==> src/rtl/fpu_issue_queue.sv <==
// FPU issue queue: a DEPTH-entry FIFO of {op, rmode, opa, opb} in front of the FPU datapath.
// Each operand is classified as nan/inf/denorm/zero when it is pushed, and a special-case
// flag is computed for the downstream fast path. Illegal opcodes are consumed, dropped and counted.
module fpu_issue_queue #(
    parameter int EXP_W = 8,
    parameter int MAN_W = 23,
    parameter int DEPTH = 4,
    parameter int ERR_W = 8,
    localparam int FW   = 1 + EXP_W + MAN_W,
    localparam int CW   = $clog2(DEPTH) + 1
) (
    input  logic             clk,
    input  logic             rst,
    input  logic             flush,
    input  logic             in_valid,
    output logic             in_ready,
    input  logic [2:0]       in_op,
    input  logic [1:0]       in_rmode,
    input  logic [FW-1:0]    in_opa,
    input  logic [FW-1:0]    in_opb,
    output logic             out_valid,
    input  logic             out_ready,
    output logic [2:0]       out_op,
    output logic [1:0]       out_rmode,
    output logic [FW-1:0]    out_opa,
    output logic [FW-1:0]    out_opb,
    output logic [3:0]       out_cls_a,
    output logic [3:0]       out_cls_b,
    output logic             out_special,
    output logic [CW-1:0]    count,
    output logic             illegal_op,
    output logic [ERR_W-1:0] err_cnt
);

    localparam int PW = $clog2(DEPTH);
    localparam logic [CW-1:0]    FULL_CNT = CW'(DEPTH);
    localparam logic [ERR_W-1:0] ERR_MAX  = '1;
    localparam logic [2:0]       OP_MULT  = 3'd2;
    localparam logic [2:0]       OP_DIV   = 3'd3;

    // Class encoding {nan, inf, denorm, zero}; all zero means a normal number.
    localparam logic [3:0] CLS_NAN    = 4'b1000;
    localparam logic [3:0] CLS_INF    = 4'b0100;
    localparam logic [3:0] CLS_DENORM = 4'b0010;
    localparam logic [3:0] CLS_ZERO   = 4'b0001;

    logic [2:0]    op_mem      [DEPTH];
    logic [1:0]    rmode_mem   [DEPTH];
    logic [FW-1:0] opa_mem     [DEPTH];
    logic [FW-1:0] opb_mem     [DEPTH];
    logic [3:0]    cls_a_mem   [DEPTH];
    logic [3:0]    cls_b_mem   [DEPTH];
    logic          special_mem [DEPTH];

    logic [PW-1:0] wr_ptr;
    logic [PW-1:0] rd_ptr;
    logic [CW-1:0] cnt;
    logic          full;
    logic          empty;
    logic          push;
    logic          pop;
    logic          drop;
    logic [3:0]    cls_a;
    logic [3:0]    cls_b;
    logic          special;

    function automatic logic [3:0] classify(input logic [FW-1:0] x);
        logic [EXP_W-1:0] e;
        logic [MAN_W-1:0] m;
        e = x[FW-2 -: EXP_W];
        m = x[MAN_W-1:0];
        classify = 4'b0000;
        if (&e) begin
            classify = (|m) ? CLS_NAN : CLS_INF;
        end else if (e == '0) begin
            classify = (|m) ? CLS_DENORM : CLS_ZERO;
        end
    endfunction

    // Illegal opcodes (bit 2 set) are accepted on the handshake but never stored;
    // a full queue refuses everything, so nothing is consumed then.
    assign full     = (cnt == FULL_CNT);
    assign empty    = (cnt == '0);
    assign in_ready = !full;
    assign push     = in_valid && in_ready && !in_op[2];
    assign drop     = in_valid && in_ready && in_op[2];
    assign pop      = !empty && out_ready;

    // A zero operand only fixes the result for MULT and DIV; denormals never do.
    assign cls_a   = classify(in_opa);
    assign cls_b   = classify(in_opb);
    assign special = cls_a[3] | cls_b[3] | cls_a[2] | cls_b[2]
                   | (((in_op == OP_MULT) || (in_op == OP_DIV)) && (cls_a[0] | cls_b[0]));

    // Storage write on an accepted push; contents need no reset because pointers gate them.
    always_ff @(posedge clk) begin
        if (push && !flush) begin
            op_mem[wr_ptr]      <= in_op;
            rmode_mem[wr_ptr]   <= in_rmode;
            opa_mem[wr_ptr]     <= in_opa;
            opb_mem[wr_ptr]     <= in_opb;
            cls_a_mem[wr_ptr]   <= cls_a;
            cls_b_mem[wr_ptr]   <= cls_b;
            special_mem[wr_ptr] <= special;
        end
    end

    // Pointer and occupancy bookkeeping; flush wins over push and pop.
    always_ff @(posedge clk or posedge rst) begin
        if (rst) begin
            wr_ptr <= '0;
            rd_ptr <= '0;
            cnt    <= '0;
        end else if (flush) begin
            wr_ptr <= '0;
            rd_ptr <= '0;
            cnt    <= '0;
        end else begin
            if (push) begin
                wr_ptr <= wr_ptr + PW'(1);
            end
            if (pop) begin
                rd_ptr <= rd_ptr + PW'(1);
            end
            if (push && !pop) begin
                cnt <= cnt + CW'(1);
            end else if (pop && !push) begin
                cnt <= cnt - CW'(1);
            end
        end
    end

    // Dropped-instruction pulse and saturating counter; flush does not hide or clear them.
    always_ff @(posedge clk or posedge rst) begin
        if (rst) begin
            illegal_op <= 1'b0;
            err_cnt    <= '0;
        end else begin
            illegal_op <= drop;
            if (drop && (err_cnt != ERR_MAX)) begin
                err_cnt <= err_cnt + ERR_W'(1);
            end
        end
    end

    // Head entry presented straight from storage, forced to zero while the queue is empty.
    always_comb begin
        out_op      = '0;
        out_rmode   = '0;
        out_opa     = '0;
        out_opb     = '0;
        out_cls_a   = '0;
        out_cls_b   = '0;
        out_special = 1'b0;
        if (!empty) begin
            out_op      = op_mem[rd_ptr];
            out_rmode   = rmode_mem[rd_ptr];
            out_opa     = opa_mem[rd_ptr];
            out_opb     = opb_mem[rd_ptr];
            out_cls_a   = cls_a_mem[rd_ptr];
            out_cls_b   = cls_b_mem[rd_ptr];
            out_special = special_mem[rd_ptr];
        end
    end

    assign out_valid = !empty;
    assign count     = cnt;

endmodule

==> config.mk <==
export PLATFORM = sky130hd
export DESIGN_NAME = fpu_issue_queue
export DESIGN_NICKNAME = d
export VERILOG_FILES = /design/src/rtl/fpu_issue_queue.sv
export SDC_FILE = /design/constraint.sdc
export NUM_CORES = 1
export LEC_CHECK = 0
export BUFFER_PORTS_ARGS = -buffer_cell sky130_fd_sc_hd__buf_4
export CAP_MARGIN = 0
export CORE_UTILIZATION = 30
export CTS_CLUSTER_SIZE = 40
export DETAILED_ROUTE_END_ITERATION = 10
export PLACE_DENSITY_LB_ADDON = 0.1
export SLEW_MARGIN = 20
export SYNTH_ARGS = -nofsm -noshare
export SYNTH_HDL_FRONTEND = slang
export SYNTH_SLANG_ARGS = --single-unit
export TNS_END_PERCENT = 5
==> constraint.sdc <==
create_clock -name clk -period 6.4 [get_ports clk]
set_input_delay 0.96 -clock clk [delete_from_list [all_inputs] [get_ports clk]]
set_output_delay 0.96 -clock clk [all_outputs]
set_load 0.01 [all_outputs]
-- Yosys cells after proc, flatten, opt, wreduce, memory -nomap -nowiden
Memory sizes are Yosys's and may differ from the RTL's.
Index checks and enable logic that the tools add are counted.
- add/sub/neg operators: 5
- bitwise logic cells: 5
- reductions and logical operators: 26
- eq/ne operators: 4
- multiplexer cells: 24
- operators with widths (operator ; number):
    $mux W32 ; 2
    $reduce_or A23 Y1 ; 2
    $mux W4 ; 6
    $mux W2 ; 9
    $logic_not A8 Y1 ; 2
    $reduce_and A8 Y1 ; 2
    $mux W3 ; 4
    $logic_and A1 B1 Y1 ; 9
    $add A8 B1 Y8 const B ; 1
    $ne A8 B8 Y1 const B ; 1
    $eq A3 B2 Y1 const B ; 2
    $logic_not A1 Y1 ; 6
    $or A1 B1 Y1 ; 5
    $add A2 B1 Y2 const B ; 2
    $reduce_bool A2 Y1 ; 2
    $add A3 B1 Y3 const B ; 1
    $eq A3 B3 Y1 const B ; 1
    $logic_not A3 Y1 ; 1
    $mux W1 ; 3
    $reduce_bool A3 Y1 ; 1
    $sub A3 B1 Y3 const B ; 1
    $logic_or A1 B1 Y1 ; 1
- output and inout bits: 92
- input bits: 74
- memory bits (writable): 312
- memories kept: 7
- flip-flop bits (word level): 16
- logic and storage cells: 76
- memory list (name ; depth ; bits a word ; rd ports ; clocked after memory_dff ; write ports ; line ; text):
    opa_mem ; 4 ; 32 ; 1 ; 0 ; 1 ; 49 ; logic [FW-1:0] opa_mem [DEPTH];
    opb_mem ; 4 ; 32 ; 1 ; 0 ; 1 ; 50 ; logic [FW-1:0] opb_mem [DEPTH];
    cls_a_mem ; 4 ; 4 ; 1 ; 0 ; 1 ; 51 ; logic [3:0] cls_a_mem [DEPTH];
    cls_b_mem ; 4 ; 4 ; 1 ; 0 ; 1 ; 52 ; logic [3:0] cls_b_mem [DEPTH];
    op_mem ; 4 ; 3 ; 1 ; 0 ; 1 ; 47 ; logic [2:0] op_mem [DEPTH];
    rmode_mem ; 4 ; 2 ; 1 ; 0 ; 1 ; 48 ; logic [1:0] rmode_mem [DEPTH];
    +1 memories ; n/a ; n/a ; n/a ; n/a ; n/a ; n/a ;

-- Logic depth before layout (Yosys ltp)
- word-level depth: 9
- mapped depth: 9
- mapped depth without buffers: 8

-- Worst setup path before layout
No wires, ideal clock.
- kind: in2reg
- start: in flush
- end: mem cls_a_mem[0][0], enable pin
- arrival time: 3.258 ns
- stages: 3
- required time: 5.955 ns
- setup time: 0.445 ns
- setup slack: 2.697 ns
- path buffers: 1
- cell sequence: clkbuf_1 > nor3_1 > and2_1
- word-level cells in the longest chain between the ends: 4
- RTL lines (what ; line ; text):
    from (decl) ; 14 ; input logic flush,
    $logic_not A1 Y1 ; 97 ; if (push && !flush) begin
    $logic_and A1 B1 Y1 ; 97 ;
    $mux W1 ; 97 ;
    $mux W1 (not written as such) ; 102 ; cls_a_mem[wr_ptr] <= cls_a;
    to (decl) ; 51 ;
Every way passes these cells.

-- Final worst setup path
- start: reg rd_ptr[0]
- end: out out_op[0]
- word-level cells in the longest chain between the ends: 2
- RTL lines (what ; line ; text):
    from (decl) ; 56 ; logic [PW-1:0] rd_ptr;
    from (signal assigned) ; 123 ; rd_ptr <= rd_ptr + PW'(1);
    $mem_v2 Z4 W3 ; n/a ;
    $mux W3 ; 155 ; if (!empty) begin
    to (decl) ; 23 ; output logic [2:0] out_op,
Every way passes these cells.

==> reports/qor.json <==
{
  "yosysTopAreaCell": {"value": "sky130_fd_sc_hd__edfxtp_1"},
  "routedWlPerCell": {"value": 21.8, "unit": "um"},
  "h-tree-depth": {"value": 2},
  "num-nets-final": {"value": 898},
  "cts_made_buffers": {"value": 37},
  "clk_transition_reported_paths": {"value": 0.06, "unit": "ns"},
  "cap_viol_max_count": {"value": 0},
  "setup_viol": {"value": 0},
  "p_switching": {"value": 1470, "unit": "uW"},
  "timing.critical_path.arrival": {"value": 2.95, "unit": "ns"},
  "ys_seq_elements": {"value": 328},
  "setup_repair_after_global_routing_missed_its_margin": {"value": "no"},
  "max-vdd-ir-drop": {"value": 237, "unit": "uV"},
  "maximum_number_of_pins_on_one_net_before_global_route_repair": {"value": 81},
  "drt.antenna.violating_nets": {"value": 0},
  "start_kind": {"value": "flop"},
  "synth_flop_cell": {"value": "sky130_fd_sc_hd__edfxtp_1"},
  "ys_top_cells_by_area": {"value": "sky130_fd_sc_hd__edfxtp_1 (73%), sky130_fd_sc_hd__mux4_2 (14%), sky130_fd_sc_hd__and2_1 (4.0%), sky130_fd_sc_hd__dfrtp_1 (3.1%), sky130_fd_sc_hd__nor4_1 (0.68%)"},
  "timing.final.crit_period": {"value": 3.91, "unit": "ns"},
  "cts.repair_timing.setup_buffer_count": {"value": 0},
  "synth_sequential_area_ratio": {"value": 0.757},
  "area.growth.synth_to_final": {"value": 23.6, "unit": "%"},
  "globalRouteMet3Util": {"value": 0.0269},
  "drtPass1Iterations": {"value": 4},
  "ctsLongestPathBuffers": {"value": 3},
  "hold_buffers": {"value": 0},
  "post-synth-top-area-fraction": {"value": 0.726},
  "worst-setup-path-type": {"value": "reg -> out"},
  "ys_top_cells_by_count": {"value": "sky130_fd_sc_hd__edfxtp_1 (312), sky130_fd_sc_hd__and2_1 (83), sky130_fd_sc_hd__mux4_2 (78)"},
  "final_hold_viol_count": {"value": 0},
  "power.clock.fraction": {"value": 0.361},
  "holdCritPathClass": {"value": "reg -> reg"},
  "routed_wl": {"value": 30300, "unit": "um"},
  "holdWs": {"value": 0.523, "unit": "ns"},
  "num_antenna_cells": {"value": 0},
  "postSynth.asyncResetShare": {"value": 0.0488},
  "placementRows": {"value": 75},
  "gp_congestion": {"value": 0.704},
  "worst-endpoint-required": {"value": 5.44, "unit": "ns"},
  "reg2reg_from": {"value": "count[2]"},
  "fraction_of_power_consumed_by_sequential_logic": {"value": 0.440},
  "tritoncts_clock_tree": {"value": "done"},
  "timing.setup.tns": {"value": 0, "unit": "ns"},
  "layout_setup_ws": {"value": 2.49, "unit": "ns"},
  "maxSlewHeadroom": {"value": 0.408},
  "layout-drive-gt1-share": {"value": 0.379},
  "switching_share": {"value": 0.257},
  "worstSetupEndpointType": {"value": "output pin"},
  "vias": {"value": 6593},
  "port-buffer-count": {"value": 165},
  "min_period_over_period": {"value": 0.611},
  "worstSetupStartpoint": {"value": "rd_ptr[0]"},
  "status": {"value": "complete, no violations"},
  "drt_iter0_markers": {"value": 366},
  "timing.critical_path.fanout_max": {"value": 31},
  "overflow": {"value": 0},
  "hpwl": {"value": 18300, "unit": "um"},
  "grt.met1_usage": {"value": 0.185},
  "cell_internal_pwr": {"value": 4240, "unit": "uW"},
  "grt_util_met2": {"value": 0.237},
  "worst_hold_path_startpoint": {"value": "err_cnt[5]"},
  "ctsResizeCount": {"value": 0},
  "tightestPinTransition": {"value": 0.888, "unit": "ns"},
  "mean_number_of_vias_per_cell": {"value": 4.76},
  "grt_pass1_wl": {"value": 45800, "unit": "um"},
  "die_x": {"value": 209, "unit": "um"},
  "worst_skew_pair.late_latency": {"value": 0.53, "unit": "ns"},
  "max_clock_freq": {"value": 256, "unit": "MHz"},
  "grt.busiest_layer": {"value": "met2"},
  "p_leak": {"value": 0.00544, "unit": "uW"},
  "vertical_extent_of_the_die": {"value": 209, "unit": "um"},
  "p_comb_frac": {"value": 0.200},
  "remaining_drc_errors": {"value": 0},
  "cts_sinks": {"value": 328},
  "synth.most_common_cell": {"value": "sky130_fd_sc_hd__edfxtp_1"},
  "floorplan.die_area": {"value": 0.0439, "unit": "mm2"},
  "skew": {"value": 0.0211, "unit": "ns"},
  "number_of_global_route_vias_before_repair": {"value": 7330},
  "post-route-util": {"value": 0.378},
  "synth.cell_area": {"value": 0.0129, "unit": "mm2"},
  "core-area": {"value": 0.0422, "unit": "mm2"},
  "synth_fp_nets": {"value": 716},
  "cts.root.buffer_cell": {"value": "sky130_fd_sc_hd__clkbuf_16"},
  "power-per-cell-area": {"value": 358, "unit": "mW/mm2"},
  "number_of_antenna_violations_at_the_first_check_in_global_routing": {"value": 0},
  "slew_viol_final": {"value": 0},
  "synth_edf_count": {"value": 312},
  "netlist_instances": {"value": 636},
  "dp_slack": {"value": 2.77, "unit": "ns"},
  "synth-warning-count": {"value": 0},
  "grtUsageTotal": {"value": 0.141},
  "effective_utilization_at_floorplan": {"value": 0.306},
  "number_of_primary_i_o_pins": {"value": 166},
  "synth_area_per_cell": {"value": 20.3, "unit": "um2"},
  "synth.lib_cells_used.distinct": {"value": 36}
}
[kinds of logic (layout without fill, tap and decap cells)]
family / count (synthesis) / after routing / share of synthesized area
simple gates: 162 / 162 / 0.0738
buf+inv: 37 / 248 / 0.0125
compound gates: 14 / 14 / 0.00678
fa+ha+maj: 6 / 6 / 0.00639
mux: 79 / 79 / 0.137
flops: 328 / 328 / 0.757
xor+xnor: 10 / 10 / 0.00678
[worst paths after layout]
kind	endpoint	slack (ns)	depth (start not counted)
hold / removal	err_cnt[5]	0.52	1
hold reg to reg	err_cnt[5]	0.52	1
setup reg to reg	opa_mem[0][1]	3.54	4
setup / recovery	out_op[0]	2.49	4
min in group asynchronous	err_cnt[1]	0.54	2
max in group asynchronous	rd_ptr[1]	5.36	2
[state kept, by name, summed over array words and instances, names as in the netlist]
name         cells
opa_mem        128
count            3
op_mem          12
cls_b_mem       16
rd_ptr           2
rmode_mem        8
illegal_op       1
cls_a_mem       16
opb_mem        128
wr_ptr           2
special_mem      4
err_cnt          8
[cells in the final DEF (no fill, tap or decap), drive strengths merged, types with 6 or more instances in the layout]
| cell type | n |
|---|---|
| nor4 | 14 |
| and2 | 85 |
| nand4 | 9 |
| buf | 173 |
| clkbuf | 48 |
| dfrtp | 16 |
| mux4 | 78 |
| nor2 | 19 |
| nor3 | 6 |
| clkinv | 15 |
| inv | 8 |
| nand2 | 9 |
| edfxtp | 312 |
[power by group through the flow]
stage          clock, uW  combinational [uW]  sequential [uW]
3_3_place_gp           0                1170             2560
2_1_floorplan          0                 662             2500
6_report            2060                1140             2510
4_1_cts             2120                1180             2520
3_5_place_dp           0                1180             2560
5_1_grt             2190                1250             2530
[critical path, cell delays in order (launching register included)]
cell and delay (ns):
sky130_fd_sc_hd__dfrtp_4 0.85, sky130_fd_sc_hd__buf_4 0.60, sky130_fd_sc_hd__mux4_2 0.62, sky130_fd_sc_hd__and2_1 0.18
sky130_fd_sc_hd__buf_4 0.14
[metrics by stage]
step | std cells | cell area [um2] | total power (uW)
detailed placement | 1318 | 14800 | 3740
floorplan | 636 | 12900 | 3160
global route | 1386 | 16000 | 5970
finish | 1386 | 16000 | 5710
CTS | 1386 | 16000 | 5820
global placement | 1318 | 14800 | 3730
[cell type report]
type	count	area (um2)
sequential	328	9780
clock buffer	48	1010
inverter	7	26.3
multi-input combinational	271	2990
clock inverter	20	175
tap	539	674
fill	3895	26300
timing repair buffer	173	1300
[per-layer routing]
layer,vias up,wire length [um]
met5,-,0
met3,54,1290
li1,2921,-
met1,3460,13300
met2,158,15000
met4,0,644
Note: power is estimated with default switching activity, not from simulation.
